File: src/rtl/winograd_pkg.sv
// Shared constants and the scheduler state encoding for the Winograd F(4x4,3x3) tile scheduler.
package winograd_pkg;

  localparam int TILE_IN     = 6;
  localparam int TILE_OUT    = 4;
  localparam int TILE_STRIDE = 4;
  localparam int KERNEL      = 3;

  typedef enum logic [3:0] {
    S_IDLE,
    S_CHECK,
    S_ERR,
    S_FETCH,
    S_DRAIN,
    S_LAUNCH,
    S_WAIT_TC,
    S_WRITE,
    S_NEXT,
    S_FIN
  } sched_state_t;

endpackage

File: src/rtl/winograd_tile_addr_gen.sv
// Combinational pixel locator: in input mode it bounds-checks a 6x6 tap against the image, in output
// mode it bounds-checks a 4x4 result position against the (rows-2)x(cols-2) output.
module winograd_tile_addr_gen
  import winograd_pkg::*;
#(
  parameter int ADDR_W = 16
) (
  input  logic              out_mode,
  input  logic [7:0]        base_row,
  input  logic [7:0]        base_col,
  input  logic [2:0]        off_i,
  input  logic [2:0]        off_j,
  input  logic [7:0]        rows,
  input  logic [7:0]        cols,
  output logic              valid,
  output logic [ADDR_W-1:0] addr
);

  logic [8:0] row;
  logic [8:0] col;
  logic [8:0] lim_r;
  logic [8:0] lim_c;

  always_comb begin
    row   = {1'b0, base_row} + {6'd0, off_i};
    col   = {1'b0, base_col} + {6'd0, off_j};
    // The output image is narrower by KERNEL-1, and its width is also the row pitch.
    lim_r = out_mode ? ({1'b0, rows} - 9'(KERNEL - 1)) : {1'b0, rows};
    lim_c = out_mode ? ({1'b0, cols} - 9'(KERNEL - 1)) : {1'b0, cols};
    valid = (row < lim_r) && (col < lim_c);
    addr  = ADDR_W'(row) * ADDR_W'(lim_c) + ADDR_W'(col);
  end

endmodule

File: src/rtl/winograd_tile_scheduler.sv
// Walks 6x6 input tiles at stride 4 over a single-channel image, feeds each one to a tile_controller
// and scatters the 4x4 results into the valid output region.
module winograd_tile_scheduler
  import winograd_pkg::*;
#(
  parameter int DATA_W  = 16,
  parameter int ADDR_W  = 16,
  parameter int MAX_DIM = 128
) (
  input  logic              clk,
  input  logic              rst_n,
  input  logic              start,
  input  logic [7:0]        in_rows,
  input  logic [7:0]        in_cols,
  output logic              busy,
  output logic              done,
  output logic              err,
  output logic              src_rd_en,
  output logic [ADDR_W-1:0] src_rd_addr,
  input  logic [DATA_W-1:0] src_rd_data,
  output logic              tc_start,
  output logic [DATA_W-1:0] tc_tile [0:5][0:5],
  input  logic              tc_done,
  input  logic [DATA_W-1:0] tc_result [0:3][0:3],
  output logic              dst_wr_en,
  output logic [ADDR_W-1:0] dst_wr_addr,
  output logic [DATA_W-1:0] dst_wr_data,
  output sched_state_t      dbg_state
);

  sched_state_t state_q, state_d;

  logic [7:0]        rows_q, cols_q;
  logic [5:0]        tile_r, tile_c;
  logic [5:0]        tr_last, tc_last;
  logic [8:0]        tr_num, tc_num;
  logic [2:0]        idx_i, idx_j, idx_max;
  logic              pend_v, pend_inb;
  logic [2:0]        pend_i, pend_j;
  logic [DATA_W-1:0] res [0:3][0:3];
  logic              dims_ok, last_idx, last_tile;
  logic              ag_valid;
  logic [ADDR_W-1:0] ag_addr;

  assign dbg_state = state_q;

  always_comb begin
    tr_num    = ({1'b0, rows_q} - 9'(KERNEL - 1) + 9'(TILE_STRIDE - 1)) / 9'(TILE_STRIDE);
    tc_num    = ({1'b0, cols_q} - 9'(KERNEL - 1) + 9'(TILE_STRIDE - 1)) / 9'(TILE_STRIDE);
    tr_last   = 6'(tr_num - 9'd1);
    tc_last   = 6'(tc_num - 9'd1);
    dims_ok   = (rows_q >= 8'(KERNEL)) && ({1'b0, rows_q} <= 9'(MAX_DIM)) &&
                (cols_q >= 8'(KERNEL)) && ({1'b0, cols_q} <= 9'(MAX_DIM));
    idx_max   = (state_q == S_WRITE) ? 3'(TILE_OUT - 1) : 3'(TILE_IN - 1);
    last_idx  = (idx_i == idx_max) && (idx_j == idx_max);
    last_tile = (tile_r == tr_last) && (tile_c == tc_last);
  end

  winograd_tile_addr_gen #(.ADDR_W(ADDR_W)) u_addr_gen (
    .out_mode (state_q == S_WRITE),
    .base_row ({tile_r, 2'b00}),
    .base_col ({tile_c, 2'b00}),
    .off_i    (idx_i),
    .off_j    (idx_j),
    .rows     (rows_q),
    .cols     (cols_q),
    .valid    (ag_valid),
    .addr     (ag_addr)
  );

  // Handshakes: src_rd_en is a fire-and-forget strobe whose data returns exactly one cycle later;
  // tc_start is a one-cycle pulse, tc_tile is frozen until tc_done, and tc_done is only honoured in WAIT_TC.
  always_comb begin
    state_d     = state_q;
    busy        = 1'b0;
    done        = 1'b0;
    err         = 1'b0;
    src_rd_en   = 1'b0;
    src_rd_addr = '0;
    tc_start    = 1'b0;
    dst_wr_en   = 1'b0;
    dst_wr_addr = '0;
    dst_wr_data = '0;
    case (state_q)
      S_IDLE:    if (start) state_d = S_CHECK;
      S_CHECK: begin
        busy    = 1'b1;
        state_d = dims_ok ? S_FETCH : S_ERR;
      end
      S_ERR: begin
        done    = 1'b1;
        err     = 1'b1;
        state_d = S_IDLE;
      end
      S_FETCH: begin
        busy        = 1'b1;
        src_rd_en   = ag_valid;
        src_rd_addr = ag_valid ? ag_addr : '0;
        if (last_idx) state_d = S_DRAIN;
      end
      S_DRAIN: begin
        busy    = 1'b1;
        state_d = S_LAUNCH;
      end
      S_LAUNCH: begin
        busy     = 1'b1;
        tc_start = 1'b1;
        state_d  = S_WAIT_TC;
      end
      S_WAIT_TC: begin
        busy = 1'b1;
        if (tc_done) state_d = S_WRITE;
      end
      S_WRITE: begin
        busy        = 1'b1;
        dst_wr_en   = ag_valid;
        dst_wr_addr = ag_valid ? ag_addr : '0;
        dst_wr_data = ag_valid ? res[idx_i[1:0]][idx_j[1:0]] : '0;
        if (last_idx) state_d = S_NEXT;
      end
      S_NEXT: begin
        busy    = 1'b1;
        state_d = last_tile ? S_FIN : S_FETCH;
      end
      S_FIN: begin
        done    = 1'b1;
        state_d = S_IDLE;
      end
      default: state_d = S_IDLE;
    endcase
  end

  always_ff @(posedge clk or negedge rst_n) begin
    if (!rst_n) begin
      state_q  <= S_IDLE;
      rows_q   <= '0;
      cols_q   <= '0;
      tile_r   <= '0;
      tile_c   <= '0;
      idx_i    <= '0;
      idx_j    <= '0;
      pend_v   <= 1'b0;
      pend_inb <= 1'b0;
      pend_i   <= '0;
      pend_j   <= '0;
      for (int i = 0; i < 6; i++)
        for (int j = 0; j < 6; j++) tc_tile[i][j] <= '0;
      for (int i = 0; i < 4; i++)
        for (int j = 0; j < 4; j++) res[i][j] <= '0;
    end else begin
      state_q <= state_d;
      if (state_q == S_IDLE && start) begin
        rows_q <= in_rows;
        cols_q <= in_cols;
        tile_r <= '0;
        tile_c <= '0;
      end
      // One shared row-major index walks taps in FETCH and result positions in WRITE.
      if (state_q == S_FETCH || state_q == S_WRITE) begin
        if (idx_j == idx_max) begin
          idx_j <= '0;
          idx_i <= (idx_i == idx_max) ? 3'd0 : idx_i + 3'd1;
        end else begin
          idx_j <= idx_j + 3'd1;
        end
      end else begin
        idx_i <= '0;
        idx_j <= '0;
      end
      pend_v   <= (state_q == S_FETCH);
      pend_inb <= ag_valid;
      pend_i   <= idx_i;
      pend_j   <= idx_j;
      if (pend_v) tc_tile[pend_i][pend_j] <= pend_inb ? src_rd_data : '0;
      if (state_q == S_WAIT_TC && tc_done) begin
        for (int i = 0; i < 4; i++)
          for (int j = 0; j < 4; j++) res[i][j] <= tc_result[i][j];
      end
      if (state_q == S_NEXT) begin
        if (tile_c == tc_last) begin
          tile_c <= '0;
          tile_r <= tile_r + 6'd1;
        end else begin
          tile_c <= tile_c + 6'd1;
        end
      end
    end
  end

endmodule

File: config.mk
export PLATFORM = sky130hd
export DESIGN_NAME = winograd_tile_scheduler
export DESIGN_NICKNAME = d
export VERILOG_FILES = /design/src/rtl/winograd_pkg.sv /design/src/rtl/winograd_tile_addr_gen.sv /design/src/rtl/winograd_tile_scheduler.sv
export SDC_FILE = /design/constraint.sdc
export NUM_CORES = 2
export LEC_CHECK = 0
export ABC_AREA = 1
export CORE_AREA = 4 4 359 361
export CTS_CLUSTER_SIZE = 14
export DETAILED_ROUTE_END_ITERATION = 8
export DIE_AREA = 0 0 363 365
export PLACE_DENSITY = 0.6
export SETUP_SLACK_MARGIN = 0.05
export SLEW_MARGIN = 20
export SYNTH_ARGS = -nofsm -noshare
export SYNTH_HDL_FRONTEND = slang
export SYNTH_SLANG_ARGS = --single-unit
File: constraint.sdc
create_clock -name clk -period 6.35 [get_ports clk]
set_input_delay 0.9525 -clock clk [delete_from_list [all_inputs] [get_ports clk]]
set_output_delay 0.9525 -clock clk [all_outputs]
set_load 0.01 [all_outputs]
# [After elaboration in Yosys (flattened, before gate mapping)]
# Index checks and enable logic that the tools add are counted.
[totals] regBits=878 input_bits=292 word_cells=171 out_inout_bits=634
[op_classes] multipliers=1 bitwise_logic=4 n_reduce_logical=16 n_eq_ne=18 n_lt_le_gt_ge=12 addsub=13 n_mux=44
[op_table] op="$bwmux W576" n=1
[op_table] op="$demux W96 S3" n=1
[op_table] op="$mux W16" n=9
[op_table] op="$bmux W64 S2" n=1
[op_table] op="$mux W64" n=2
[op_table] op="$mux W96" n=1
[op_table] op="$demux W16 S3" n=1
[op_table] op="$mux W6" n=6
[op_table] op="$bmux W16 S2" n=1
[op_table] op="$pmux W4 S8" n=1
[op_table] op="$mux W4" n=5
[op_table] op="$add A8 B3 Y9" n=2
[op_table] op="$lt A9 B9 Y1" n=2
[op_table] op="$mux W3" n=6
[op_table] op="$mux W9" n=2
[op_table] op="$sub A8 B2 Y9 const B" n=2
[op_table] op="$add A16 B9 Y16" n=1
[op_table] op="$add A8 B2 Y8 const B" n=2
[op_table] op="$eq A4 B3 Y1 const B" n=4
[op_table] op="$ge A8 B2 Y1 const B" n=2
[op_table] op="$le A8 B8 Y1 const B" n=2
[op_table] op="$mul A9 B9 Y16" n=1
[op_table] op="$add A6 B1 Y6 const B" n=2
[op_table] op="$eq A6 B6 Y1" n=2
[op_table] op="20 further kinds" n=49

# [Longest topological paths before layout]
[depth] word_depth=9 mapped_depth=36

# [Modules after synthesis]
# Synthesis repeated with hierarchy kept, for this count alone.
[hier_totals] hier_cells=3965 area_unflattened_um2=38893.6
[by_module_without_submodules] module="winograd_tile_scheduler" seq_area_each_um2=21971.1 n_inst=1 area_each_um2=34961.0 cells_each=3401
[by_module_without_submodules] module="winograd_tile_addr_gen" seq_area_each_um2=0.0 n_inst=1 area_each_um2=3932.5 cells_each=564

# [Worst setup path before layout]
# OpenSTA, ideal clock, no wires.
[synth_timing] path_kind="register -> output" from="register state_q[3], in the netlist dbg_state[3]" to="output dst_wr_addr[15]" required_ns=5.398 stages_incl_launch_ff=32 arrival_time_ns=5.906 setup_slack_ns=-0.508 path_cell_list="dfrtp_1 > buf_2 > nor2_2 > inv_1 > nor2_2 > buf_2 > xor2_1 > nand2_1 > fa_1 > inv_1 > fa_1 > inv_1 > fa_1 > inv_1 > fa_1 > inv_1 > fa_1 > inv_1 > ha_1 > nand2_1 > o21a_1 > nand2_1 > nand2_1 > nand2_1 > nand2_1 > nand2_1 > nand2_1 > o21ai_0 > inv_1 > nand2_1 > nand3_1 > nor2_1"
[synth_between] elab_chain_cells=6
[synth_lines] item="from (decl)" line="winograd_tile_scheduler.sv:31" text="sched_state_t state_q, state_d;"
[synth_lines] item="from (signal assigned)" line="winograd_tile_scheduler.sv:151" text="state_q <= state_d;"
[synth_lines] item="$eq A4 B3 Y1 *" line="winograd_tile_scheduler.sv:60, winograd_tile_scheduler.sv:84"
[synth_lines] item="$mux W9, on equally long branches" line="winograd_tile_addr_gen.sv:29, winograd_tile_addr_gen.sv:28"
[synth_lines] item="$mul A9 B9 Y16 or $lt A9 B9 Y1 (tied branches)" line="winograd_tile_addr_gen.sv:31, winograd_tile_addr_gen.sv:30"
[synth_lines] item="$add A16 B9 Y16 or $logic_and A1 B1 Y1 (tied branches)" line="winograd_tile_addr_gen.sv:31, winograd_tile_addr_gen.sv:30"
[synth_lines] item="$mux W16" line="winograd_tile_scheduler.sv:117" text="dst_wr_addr = ag_valid ? ag_addr : '0;"
[synth_lines] item="$mux W16 *" line="winograd_tile_scheduler.sv:84" text="case (state_q)"
[synth_lines] item="to (decl)" line="winograd_tile_scheduler.sv:26" text="output logic [ADDR_W-1:0] dst_wr_addr,"
# Every way passes the cells marked *; elsewhere a longest branch is shown, timed or not.

# [Final worst setup path]
[layout_timing] from="register state_q[2], in the netlist dbg_state[2]" to="output src_rd_addr[15]"
[layout_between] elab_chain_cells=6
[layout_lines] item="$eq A4 B3 Y1" line="winograd_tile_scheduler.sv:60" text=".out_mode (state_q == S_WRITE),"
[layout_lines] item="$mux W9, on equally long branches" line="winograd_tile_addr_gen.sv:29, winograd_tile_addr_gen.sv:28"
[layout_lines] item="$mul A9 B9 Y16 or $lt A9 B9 Y1 (tied branches)" line="winograd_tile_addr_gen.sv:31, winograd_tile_addr_gen.sv:30"
[layout_lines] item="$add A16 B9 Y16 or $logic_and A1 B1 Y1 (tied branches)" line="winograd_tile_addr_gen.sv:31, winograd_tile_addr_gen.sv:30"
[layout_lines] item="$mux W16" line="winograd_tile_scheduler.sv:98" text="src_rd_addr = ag_valid ? ag_addr : '0;"
[layout_lines] item="$mux W16 *" line="winograd_tile_scheduler.sv:84"
[layout_lines] item="to (decl)" line="winograd_tile_scheduler.sv:19" text="output logic [ADDR_W-1:0] src_rd_addr,"
# Marked as above.

==> metrics.md <==
| Metric | Value |
|---|---|
| Outcome | complete, but fails checks |
| Failing checks | setup timing |
| Die ar. | about 130000 um^2 |
| Count of buffers from port buffering | between 900 and 1000 |
| Critical Path Start Type | flop |
| Placed cell areas | 50800 um^2 |
| Drt drc | 0 |
| 1st-pass router iterations | 5 |
| Warning count from the yosys run | 0 |
| RSZ-0062 raised after global routing | yes |
| Mapped Cells | 3947 |
| Final worst path period share | 115% |
| H-tree depth | 3 |
| DR WL/cell | 22.2 um |
| Starting density of the core | between 30% and 40% |
| Pin count of the biggest net entering global routing | 174 |
| Slew Viols, Final | 0 |
| Die width | around 360 um |
| Max stage delay on crit path | around 0.53 ns |
| Die Y | roughly 370 um |
| Pleak | between 20 and 30 nW |
| Cell Int Power | approximately 13 mW |
| # rows | 130 |
| Final Instance Area | 54700 um^2 |
| First-pass GRT wire length | about 220000 um |
| Initial antenna violation count | 20 |
| WL final | about 150000 um |
| Max VDD drop | between 200 and 300 uV |
| Highest routed layer | met5 |
| Num CTS Buffers | 95 |
| Synth Cell Area | around 39000 um^2 |
| Mapped Avg Cell Area | 9.83 um^2 |
| Crit-path slowest cell | fa_1 |
| Layout cell share with drive strength beyond 1 | approximately 16% |
| Flop pwr share | roughly 38% |
| Synth Register Bits | 878 |
| Commonest non-fill, non-tap cell in the layout | nand2_1 |
| Vias per cell | ~5 |
| Worst-margin pin slew | 1.17 ns |
| # setup viols final | 24 |
| Shortest period the worst path allows | between 7 and 8 ns |
| Comb power frac | approximately a third |
| DR WL met3 | roughly 11000 um |
| Worst endpoint required time | around 5.4 ns |
| # hold bufs at CTS | 0 |
| Number of hold violations in the final report | 0 |
| HPWL after detailed placement | 106000 um |
| Routed wl met2 | between 70000 and 80000 um |
| Worst Path Max Fanout | 6 |
| Primary FF master, synth | dfrtp_1 |
| Slew margin rel. | roughly 22% |
| Root Buffer | clkbuf_16 |
| Clock latency on the worst-skew pair | 0.69 ns |
| Iter 0 DRT Violations | approximately 2600 |
| Met1 Wirelength | about 60000 um |
| Core ar. | ~130000 um^2 |
| Asr flop ratio synth | 100% |
| Clk pwr share | around 29% |
| CP Capture Type | primary output |
| CTS Sinks | approximately 880 |
| Most frequent cells in the layout | 977 x nand2_1, 899 x clkdlybuf4s50_1, 874 x dfrtp_1, 630 x o21ai_0, 257 x mux2_2 |
| Worst hold-check path type | in2async |
| Seq/Total Area, Yosys | a little under three fifths |
| Clock-pin slew on the worst setup and hold paths | ~0.060 ns |
| PwrDens | approximately 360 nW/um^2 |
| Max cap viols | 0 |
| Routed Antenna Nets | 0 |
| All-Layer GR Usage | 21.5% |
| Remaining Overflow, GRT | 0 |
| Netlist cell types | 44 |
| Switching share of power | about a third |
| Post-synth EDFFs | 0 |
| Final worst slack | -0.940 ns |
| Worst Setup Path Type | reg2out |
| Net count after synthesis | between 4000 and 5000 |
| Via count | between 30000 and 40000 |
| Layout overhead on the synthesized area | 41.1% |
| I/O pins | slightly above 900 |
| Fmax | 137 MHz |
| Worst Path Arrival | around 6.3 ns |
| Worst Skew | 0.0581 ns |
| # nets final | approximately 5300 |
| Gp weighted congestion | about 0.87 |
| CTS tree | yes |
| Final setup TNS | -16.37 ns |
| Clk buf depth | 3 |
| P_sw | 6.76 mW |
| Vias in the first global route | roughly 32000 |
-- cells in the mapped netlist, types with 9 or more instances --
cell type	number	area share (%)
dfrtp_1	878	57
nand4_1	10	0.16
nand3_1	75	0.97
nor2_1	148	1.4
nor3_1	13	0.17
a21oi_1	180	2.3
ha_1	76	2.5
clkbuf_1	218	2.1
inv_1	178	1.7
nand2_2	9	0.15
nand2_1	1027	9.9
xor2_1	16	0.36
o21ai_0	636	8.2
inv_2	10	0.097
mux2_2	257	7.5
buf_2	30	0.39
a221oi_1	59	1.3
fa_1	54	2.8
-- worst max-delay path: cells and delay by family, from the launching register on --
kind / cells / cell delay [ns]
AO/OA/AOI/OAI: 2 / 0.35
buffers and inverters: 10 / 0.72
XOR/XNOR: 1 / 0.20
AND/OR/NAND/NOR: 13 / 1.19
flip-flops: 1 / 0.36
adder cells (fa/ha/maj): 6 / 2.82
-- state kept, by name (all words and copies together) (netlist names) --
name,count
rows_q,8
pend_i,3
res,256
pend_inb,1
idx_i,3
pend_j,3
tile_c,6
dbg_state,4
idx_j,3
cols_q,8
tc_tile,576
pend_v,1
tile_r,6
-- worst paths after layout --
kind	start	slack [ns]	to	cells past startpoint
min in group clk	tc_tile[90]	0.48	tc_tile[90]	2
max	dbg_state[2]	-0.94	src_rd_addr[15]	32
max reg2reg	dbg_state[2]	3.18	pend_inb	17
min reg2reg	tc_tile[90]	0.48	tc_tile[90]	2
min	rst_n	0.26	res[192]	1
max in group asynchronous	rst_n	4.51	tc_tile[17]	2
-- cells by family after synthesis --
kind of cell	share of synthesized area [%]
compound gates	12.6
xor+xnor	0.452
fa+ha+maj	5.24
buf+inv	4.43
flops	56.6
mux	7.46
simple gates	13.2
-- power by group through the flow --
stage | clock [mW] | sequential (mW) | combinational, mW
floorplan | 0 | 7.57 | 3.26
detailed placement | 0 | 7.60 | 6.34
CTS | 5.96 | 7.51 | 6.48
finish | 5.83 | 7.52 | 6.51
global route | 6.20 | 7.65 | 7.09
global placement | 0 | 7.57 | 6.26
-- layout make-up --
cell class              instances  area (um^2)
multi-input cells            2624        15700
flip-flops and latches        878        22000
well taps                    1650         2060
clock inverters                40          542
inverters                     189          721
clock buffers                 137         2820
fillers                     12200        70700
diodes                          9         22.5
repair buffers               1130        10900
-- layer usage --
metal / up-vias / GRT usage, %
met5: - / 0
met4: 18 / 7.33
met3: 226 / 5.25
met2: 1152 / 36.9
met1: 16100 / 26.6
li1: 15100 / -
-- timing repair --
| action | 4_1_cts | 5_1_grt |
|---|---|---|
| resized for setup | 136 | 63 |
| pin swaps | 45 | 36 |
| buffers inserted | 18 | 15 |
| endpoints found under the setup margin | 36 | 33 |
| gates cloned | 1 | 0 |
| endpoints found under the hold margin | 0 | 0 |
-- metrics by stage --
step | power [mW] | setup slack [ns] | hold slack [ns] | util, % | std cells
floorplan | 10.8 | 0.0462 | 0.375 | - | 3947
global placement | 13.8 | -0.663 | 0.466 | 40.5 | 6438
detailed placement | 13.9 | -0.678 | 0.471 | 40.5 | 6438
CTS | 20.0 | -0.926 | 0.244 | 43.4 | 6634
global route | 20.9 | -1.24 | 0.271 | 43.6 | 6648
finish | 19.9 | -0.940 | 0.257 | 43.7 | 6657
(Power assumes the default switching activity.)
